===== src/rtl/spi_ram_pkg.sv =====
// Shared opcodes, SPI FSM state type and requester indices for the SPI/local RAM arbiter.
package spi_ram_pkg;

  localparam logic [1:0] CMD_WR_ADDR = 2'b00;
  localparam logic [1:0] CMD_WR_DATA = 2'b01;
  localparam logic [1:0] CMD_RD_ADDR = 2'b10;
  localparam logic [1:0] CMD_RD_DATA = 2'b11;

  typedef enum logic [1:0] {
    S_IDLE   = 2'd0,
    S_PEND   = 2'd1,
    S_RDWAIT = 2'd2
  } spi_state_e;

  localparam logic REQ_SPI = 1'b0;
  localparam logic REQ_LOC = 1'b1;

endpackage


===== src/rtl/rr_arbiter2.sv =====
// Two-input round-robin arbiter with one-hot grant; a tie goes to the requester
// that was not granted most recently.
module rr_arbiter2
  import spi_ram_pkg::*;
(
  input  logic       clk,
  input  logic       rst_n,
  input  logic [1:0] i_req,
  output logic [1:0] o_gnt
);

  // Index of the requester that wins the next tie.
  logic r_prio;

  always_comb begin
    o_gnt = 2'b00;
    unique case (i_req)
      2'b01:   o_gnt = 2'b01;
      2'b10:   o_gnt = 2'b10;
      2'b11:   o_gnt = (r_prio == REQ_LOC) ? 2'b10 : 2'b01;
      default: o_gnt = 2'b00;
    endcase
  end

  always_ff @(posedge clk or negedge rst_n) begin
    if (!rst_n) begin
      r_prio <= REQ_SPI;
    end else if (|i_req) begin
      r_prio <= o_gnt[REQ_SPI] ? REQ_LOC : REQ_SPI;
    end
  end

endmodule


===== src/rtl/spi_ram_arbiter.sv =====
// Decodes SPI command words into RAM accesses and shares the single RAM port
// with a local requester through a round-robin arbiter.
module spi_ram_arbiter
  import spi_ram_pkg::*;
#(
  parameter int unsigned ADDR_WIDTH = 8,
  parameter int unsigned DATA_WIDTH = 8
) (
  input  logic                  clk,
  input  logic                  rst_n,
  input  logic [DATA_WIDTH+1:0] i_spi_rx_data,
  input  logic                  i_spi_rx_valid,
  output logic [DATA_WIDTH-1:0] o_spi_tx_data,
  output logic                  o_spi_tx_valid,
  output logic                  o_spi_ovf,
  input  logic                  i_loc_req,
  input  logic                  i_loc_we,
  input  logic [ADDR_WIDTH-1:0] i_loc_addr,
  input  logic [DATA_WIDTH-1:0] i_loc_wdata,
  output logic                  o_loc_gnt,
  output logic                  o_loc_rvalid,
  output logic [DATA_WIDTH-1:0] o_loc_rdata,
  output logic                  o_ram_en,
  output logic                  o_ram_we,
  output logic [ADDR_WIDTH-1:0] o_ram_addr,
  output logic [DATA_WIDTH-1:0] o_ram_wdata,
  input  logic [DATA_WIDTH-1:0] i_ram_rdata
);

  spi_state_e r_state, w_state_mid, w_state_d;

  logic [ADDR_WIDTH-1:0] r_wr_addr, r_rd_addr, r_pend_addr;
  logic [DATA_WIDTH-1:0] r_pend_wdata;
  logic                  r_pend_we;

  logic [1:0]            w_op;
  logic [DATA_WIDTH-1:0] w_payload;
  logic                  w_is_access, w_capture, w_ovf;
  logic [1:0]            w_req, w_gnt;
  logic                  w_spi_gnt, w_loc_gnt;

  logic                  r_ovf;
  logic                  r_ram_en, r_ram_we;
  logic [ADDR_WIDTH-1:0] r_ram_addr;
  logic [DATA_WIDTH-1:0] r_ram_wdata;
  logic                  r_loc_rd_p1, r_loc_rvalid;
  logic                  r_spi_rd_p1, r_spi_rd_p2;
  logic                  r_tx_valid;
  logic [DATA_WIDTH-1:0] r_tx_data;

  assign w_op        = i_spi_rx_data[DATA_WIDTH+1:DATA_WIDTH];
  assign w_payload   = i_spi_rx_data[DATA_WIDTH-1:0];
  assign w_is_access = i_spi_rx_valid && (w_op == CMD_WR_DATA || w_op == CMD_RD_DATA);

  assign w_req[REQ_SPI] = (r_state == S_PEND);
  assign w_req[REQ_LOC] = i_loc_req;

  rr_arbiter2 u_rr_arbiter2 (
    .clk   (clk),
    .rst_n (rst_n),
    .i_req (w_req),
    .o_gnt (w_gnt)
  );

  assign w_spi_gnt = w_gnt[REQ_SPI];
  assign w_loc_gnt = w_gnt[REQ_LOC];

  // The FSM transition is applied first; an access command is then judged
  // against the post-transition state, so a command can follow a write grant.
  always_comb begin
    w_state_mid = r_state;
    w_state_d   = r_state;
    w_capture   = 1'b0;
    w_ovf       = 1'b0;
    unique case (r_state)
      S_PEND:   if (w_spi_gnt) w_state_mid = r_pend_we ? S_IDLE : S_RDWAIT;
      S_RDWAIT: if (r_tx_valid) w_state_mid = S_IDLE;
      default:  w_state_mid = r_state;
    endcase
    w_state_d = w_state_mid;
    if (w_is_access) begin
      if (w_state_mid == S_IDLE) begin
        w_capture = 1'b1;
        w_state_d = S_PEND;
      end else begin
        w_ovf = 1'b1;
      end
    end
  end

  always_ff @(posedge clk or negedge rst_n) begin
    if (!rst_n) begin
      r_state      <= S_IDLE;
      r_wr_addr    <= '0;
      r_rd_addr    <= '0;
      r_pend_we    <= 1'b0;
      r_pend_addr  <= '0;
      r_pend_wdata <= '0;
      r_ovf        <= 1'b0;
    end else begin
      r_state <= w_state_d;
      r_ovf   <= w_ovf;
      if (i_spi_rx_valid && w_op == CMD_WR_ADDR) r_wr_addr <= w_payload;
      if (i_spi_rx_valid && w_op == CMD_RD_ADDR) r_rd_addr <= w_payload;
      if (w_capture) begin
        r_pend_we    <= (w_op == CMD_WR_DATA);
        r_pend_addr  <= (w_op == CMD_WR_DATA) ? r_wr_addr : r_rd_addr;
        r_pend_wdata <= (w_op == CMD_WR_DATA) ? w_payload : '0;
      end
    end
  end

  always_ff @(posedge clk or negedge rst_n) begin
    if (!rst_n) begin
      r_ram_en    <= 1'b0;
      r_ram_we    <= 1'b0;
      r_ram_addr  <= '0;
      r_ram_wdata <= '0;
    end else begin
      r_ram_en <= w_spi_gnt | w_loc_gnt;
      if (w_spi_gnt) begin
        r_ram_we    <= r_pend_we;
        r_ram_addr  <= r_pend_addr;
        r_ram_wdata <= r_pend_wdata;
      end else if (w_loc_gnt) begin
        r_ram_we    <= i_loc_we;
        r_ram_addr  <= i_loc_addr;
        r_ram_wdata <= i_loc_wdata;
      end
    end
  end

  // Read tags follow the access through the RAM latency to route the data.
  always_ff @(posedge clk or negedge rst_n) begin
    if (!rst_n) begin
      r_loc_rd_p1  <= 1'b0;
      r_loc_rvalid <= 1'b0;
      r_spi_rd_p1  <= 1'b0;
      r_spi_rd_p2  <= 1'b0;
      r_tx_valid   <= 1'b0;
      r_tx_data    <= '0;
    end else begin
      r_loc_rd_p1  <= w_loc_gnt & ~i_loc_we;
      r_loc_rvalid <= r_loc_rd_p1;
      r_spi_rd_p1  <= w_spi_gnt & ~r_pend_we;
      r_spi_rd_p2  <= r_spi_rd_p1;
      r_tx_valid   <= r_spi_rd_p2;
      if (r_spi_rd_p2) r_tx_data <= i_ram_rdata;
    end
  end

  assign o_spi_tx_data  = r_tx_data;
  assign o_spi_tx_valid = r_tx_valid;
  assign o_spi_ovf      = r_ovf;
  assign o_loc_gnt      = w_loc_gnt;
  assign o_loc_rvalid   = r_loc_rvalid;
  assign o_loc_rdata    = i_ram_rdata;
  assign o_ram_en       = r_ram_en;
  assign o_ram_we       = r_ram_we;
  assign o_ram_addr     = r_ram_addr;
  assign o_ram_wdata    = r_ram_wdata;

endmodule


===== config.mk =====
export PLATFORM = sky130hd
export DESIGN_NAME = spi_ram_arbiter
export DESIGN_NICKNAME = d
export VERILOG_FILES = /design/src/rtl/spi_ram_pkg.sv /design/src/rtl/rr_arbiter2.sv /design/src/rtl/spi_ram_arbiter.sv
export SDC_FILE = /design/constraint.sdc
export NUM_CORES = 1
export LEC_CHECK = 0
export BUFFER_PORTS_ARGS = -buffer_cell sky130_fd_sc_hd__buf_2
export CAP_MARGIN = 20
export CORE_AREA = 2 2 66 99
export CTS_CLUSTER_SIZE = 25
export DETAILED_ROUTE_END_ITERATION = 16
export DIE_AREA = 0 0 68 101
export PLACE_DENSITY = 0.77
export SYNTH_ARGS = -nofsm -noshare
export SYNTH_HDL_FRONTEND = slang
export SYNTH_SLANG_ARGS = --single-unit

===== constraint.sdc =====
create_clock -name clk -period 2.43 [get_ports clk]
set_input_delay 0.486 -clock clk [delete_from_list [all_inputs] [get_ports clk]]
set_output_delay 0.486 -clock clk [all_outputs]
set_load 0.01 [all_outputs]

==> Word level (Yosys, flattened, before mapping) <==
Index checks and enable logic that the tools add are counted.
{ "word_totals": {"input_bits": 39, "rom_bits": 0, "out_inout_bits": 38, "ramBits": 0, "mem_count": 0, "register_bits": 68, "latchBits": 0, "wordCells": 60} }
{ "classes": {"order_cmp": 0, "n_bitwise": 5, "n_reduce_logical": 8, "add_sub_neg": 0, "n_div": 0, "n_mul": 0, "n_eq_ne": 8, "shifts": 0, "muxes": 21} }
{ "ops": {"columns": ["cell", "count"], "rows": [
  ["$mux W8", 6],
  ["$mux W2", 6],
  ["$eq A2 B2 Y1 const B", 5],
  ["$mux W1", 7],
  ["$eq A2 B1 Y1 const B", 3],
  ["$pmux W2 S3", 1],
  ["$logic_not A2 Y1", 2],
  ["$pmux W2 S2", 1],
  ["$logic_and A1 B1 Y1", 3],
  ["$and A1 B1 Y1", 2],
  ["$not A1 Y1", 2],
  ["$reduce_bool A2 Y1", 1],
  ["$reduce_or A2 Y1", 1],
  ["$logic_or A1 B1 Y1", 1],
  ["$or A1 B1 Y1", 1]
]} }

==> Logic depth before layout (Yosys ltp) <==
{ "logic_depth": {"ltp_word": 8, "depth_mapped": 8, "ltp_nobuf": 7} }

==> Hierarchy <==
Synthesis repeated with hierarchy kept, for this count alone.
{ "unflattened": {"hier_cells": 229, "area_unflattened_um2": 2940.3} }
{ "by_module_without_submodules": {"columns": ["module", "area_per_inst_um2", "cells_per_inst", "seq_area_each_um2", "instances"], "rows": [
  ["spi_ram_arbiter", 2887.8, 223, 1676.6, 1],
  ["rr_arbiter2", 52.6, 6, 25.0, 1]
]} }

==> Least setup slack after synthesis <==
No wires, ideal clock.
{ "synth_timing": {"path_type": "register to register", "from": "reg r_state[0]", "to": "reg r_pend_addr[0]", "setup_slack_ps": 507, "setup_ps": 125, "path_stages_with_launch": 8, "arrival_time_ps": 1798, "path_buffers": 2, "required_ps": 2305, "period_less_slack_ps": 1923, "cell_sequence": "dfrtp_1 > inv_1 > ha_1 > o31ai_4 > o2111a_1 > buf_6 > buf_12 > mux2_4"} }
{ "synth_between": {"elab_chain_len": 8, "word_cells_on_any_way": 12, "cone_classes": "eq/ne (5); mux (6); reduce/logical (1)"} }
{ "synth_rtl": {"columns": ["element", "line_no", "text"], "rows": [
  ["start: declaration", "spi_ram_arbiter.sv:30", "spi_state_e r_state, w_state_mid, w_state_d;"],
  ["start signal: assignment", "spi_ram_arbiter.sv:101", "r_state <= w_state_d;"],
  ["$eq A2 B1 Y1", "spi_ram_arbiter.sv:55, spi_ram_arbiter.sv:75", null],
  ["$eq A2 B2 Y1 or $eq A2 B1 Y1 (tied branches)", "rr_arbiter2.sv:17", "unique case (i_req)"],
  ["$pmux W2 S3", "rr_arbiter2.sv:17", null],
  ["$mux W2", "spi_ram_arbiter.sv:76", "S_PEND: if (w_spi_gnt) w_state_mid = r_pend_we ? S_IDLE : S_RDWAIT;"],
  ["$pmux W2 S2 (*)", "spi_ram_arbiter.sv:75", "unique case (r_state)"],
  ["$logic_not A2 Y1 (*)", "spi_ram_arbiter.sv:82", "if (w_state_mid == S_IDLE) begin"],
  ["$mux W1 (*)", "spi_ram_arbiter.sv:82", null],
  ["$mux W1 (*)", "spi_ram_arbiter.sv:81", "if (w_is_access) begin"],
  ["end signal: assignment", "spi_ram_arbiter.sv:107", "r_pend_addr <= (w_op == CMD_WR_DATA) ? r_wr_addr : r_rd_addr;"],
  ["end: declaration", "spi_ram_arbiter.sv:32", "logic [ADDR_WIDTH-1:0] r_wr_addr, r_rd_addr, r_pend_addr;"]
]} }
Mark *: on every way between the ends. The rest lies on a longest branch, timed or not.
A chain may end at the register's enable or synchronous reset.

==> Worst setup path after layout <==
{ "layout_timing": {"from": "reg r_state[1]", "to": "out o_loc_gnt"} }
{ "layout_between": {"elab_chain_len": 3, "word_cells_on_any_way": 5, "cone_classes": "eq/ne (4); mux (1)"} }
{ "layout_rtl": {"columns": ["element", "line_no", "text"], "rows": [
  ["$eq A2 B1 Y1 (*)", "spi_ram_arbiter.sv:55", "assign w_req[REQ_SPI] = (r_state == S_PEND);"],
  ["$eq A2 B2 Y1 or $eq A2 B1 Y1 (tied branches)", "rr_arbiter2.sv:17", null],
  ["$pmux W2 S3 (*)", "rr_arbiter2.sv:17", null],
  ["end: declaration", "spi_ram_arbiter.sv:20", "output logic o_loc_gnt,"]
]} }
Marks and branches as above.

==> impl_metrics.ini <==
[sta]
fmax_mhz = 468
relSlewSlack_pct = 54.8
maxSlewViolCount = 0
finalSetupTns_ps = 0
tightest_slew_ps = 675
fin_crit_sh_pct = 87.9
clock_skew_ps = 7.39
rsz0062_at_grt = false
hold_viol_final = 0
fin_crit_ps = 2140
setup_viol = 0

[worst_setup_path]
regToRegStartpoint = r_state[0]
cp-end-kind = output pin
crit_start = r_state[1]
cp.arrival_ps = 1650
cp_max_fo = 21
critPathLaunchType = register
critPathKind = reg2out
cp.required_ps = 1940

[global_route]
grt_max_degree = 51
antenna_found_initial = 0
grt_pass1_vias = 2074
grt.total_usage_pct = 20.4
grt_pass1_wl_um = 10100
overflow = 0

[route]
routedWlPerCell_um = 16.2
vias = 2099
dr.first_iter.drc_count = 164
routed_wl_um = 6390
via_per_inst = 5.33
dr.pass1.iters = 4
drc = 0
ant_nets = 0

[yosys]
yosys.cell_types.count = 28
synthTopCellsByArea = dfrtp_1 55%, mux2_2 20%, mux2_4 4.3%
syn_area_per_cell_sq_um = 12.7
async_reset_ff_share_pct = 100
synth_nets = 285
netlist.area_leader.share_pct = 54.7
synth_top_area_cell = dfrtp_1
ys.flop_type = dfrtp_1
synthMostInstantiatedCell = dfrtp_1
yosysWarnings = 0
synth_edf_count = 0
ys_ff_latch = 68
synthesis.area_sq_mm = 0.00311
ys_seq_area_share_pct = 54.7
synth_top_cells_by_count = 68 x dfrtp_1, 55 x mux2_2, 34 x nor2_1
synthCells = 244

[finish]
stdcell_area_sq_mm = 0.00369
layout.nets = 357
diodes = 0
multi_input_area_sq_mm = 0.00124
layout-drive-gt1-share_pct = 51.2
regArea_sq_mm = 0.00170
area_growth_pct = 18.8
fillers = 485

[placement]
gp_congestion = 0.750
placed_area_sq_mm = 0.00351
portBuffers = 76
hpwl_um = 4560

[clocking]
numCtsBuffers = 9
clkTransAtPathRegs_ps = 70
cts.htree.levels = 3
cts_resized = 0
clk_latency_ps = 330
postCtsSetupBuffers = 0
cts_sinks = 68
clk_path_buf_depth = 2
clockRootBuffer = clkbuf_8
cts_tree = built
hold_buffers = 0

[floorplanning]
die_w_um = 68
num_rows = 35
initial_core_util_pct = 51.4
fp.dieH_um = 101
coreArea_sq_mm = 0.00604
die_area_sq_mm = 0.00687
boundaryPins = 77

[power_and_ir_drop]
worst_ir_drop_vdd_v = 0.000409
pwr_density_cell_mw_per_mm2 = 1230
leakagePower_nw = 1.75

[run_status]
status = complete, no violations

[worst_hold_path]
hp-class = in2async

[flow_run]
drv_cap = 0
==> worst max-delay path, stage by stage (launching register included) <==
cell and delay, ps:
dfrtp_1 410, inv_1 70, ha_1 160, buf_4 290, nand2b_1 110, nand2_1 100
inv_1 40, buf_2 130
==> cell usage in the layout, fill, tap and decap left out <==
master and n:
a21oi_1 3, a31oi_1 1, and2_1 1, and3_4 1, buf_12 2, buf_2 76
buf_4 4, clkbuf_1 1, clkbuf_8 13, clkinv_2 1, dfrtp_1 68, ha_1 2
inv_1 6, mux2_2 55, mux2_4 9, mux2i_1 1, nand2_1 2, nand2b_1 3
nand3b_1 1, nor2_1 34, nor2b_1 10, nor3b_2 1, o2111a_1 1, o21a_1 2
o21ai_0 3, o22ai_1 17, o31ai_4 1, or2_2 1
==> sequential cells by signal, indices dropped and copies added (netlist names), 2 cells and up <==
name	cells
o_ram_wdata	8
r_pend_wdata	8
r_state	2
o_ram_addr	8
r_rd_addr	8
r_wr_addr	8
o_spi_tx_data	8
r_pend_addr	8
==> cell type report <==
type / instances / area share (%)
clock buffer: 14 / 4.94
clock inverter: 1 / 0.135
inverter: 6 / 0.610
multi-input combinational: 149 / 33.6
sequential: 68 / 46.1
tap: 74 / 2.51
timing repair buffer: 82 / 12.2
==> power by group <==
part	total (W)	internal [W]	leakage, nW	switching (W)
logic	0.00174	0.000953	0.835	0.000782
clock network	0.000869	0.000476	0.0986	0.000393
registers	0.00192	0.00160	0.820	0.000325
total	0.00453	0.00303	1.75	0.00150
==> routing by layer <==
metal / track usage (%) / part of all wire [%] / wire length, um / vias up
met5: 0 / 0 / 0 / -
li1: - / - / - / 983
met3: 5.92 / 5.1 / 323 / 9
met2: 35.0 / 54 / 3450 / 62
met4: 8.62 / 2.4 / 151 / 0
met1: 23.1 / 38 / 2460 / 1045
==> cell families (layout without fill, tap and decap cells) <==
group,count (synthesis),count (layout),share of synthesized area (%)
AO/OA/AOI/OAI,28,28,6.12
adder cells (fa/ha/maj),2,2,0.805
buffers and inverters,27,103,5.39
flip-flops,68,68,54.7
multiplexers,65,65,24.6
AND/OR/NAND/NOR,54,54,8.37
==> final timing paths <==
| path | end | slack, ps | cells after the start |
|---|---|---|---|
| min | o_spi_tx_data[4] | 90 | 1 |
| max in group asynchronous | r_pend_wdata[1] | 1730 | 2 |
| max reg2reg | r_pend_wdata[0] | 390 | 6 |
| min in group clk | r_loc_rd_p1 | 310 | 2 |
| min reg2reg | o_loc_rvalid | 350 | 0 |
| max | o_loc_gnt | 290 | 7 |
==> stage by stage <==
| stage | util [%] | worst slack (ps) | instances | power [W] | hold WS, ps |
|---|---|---|---|---|---|
| 4_1_cts | 61.1 | 283 | 394 | 0.00456 | 94.5 |
| 3_3_place_gp | 58.0 | 382 | 379 | 0.00359 | 335 |
| 2_1_floorplan | - | 507 | 244 | 0.00312 | 190 |
| 6_report | 61.1 | 295 | 394 | 0.00453 | 94.0 |
| 3_5_place_dp | 58.0 | 346 | 379 | 0.00367 | 335 |
| 5_1_grt | 61.1 | 164 | 394 | 0.00484 | 124 |
Power figures use the tool's default switching activity.
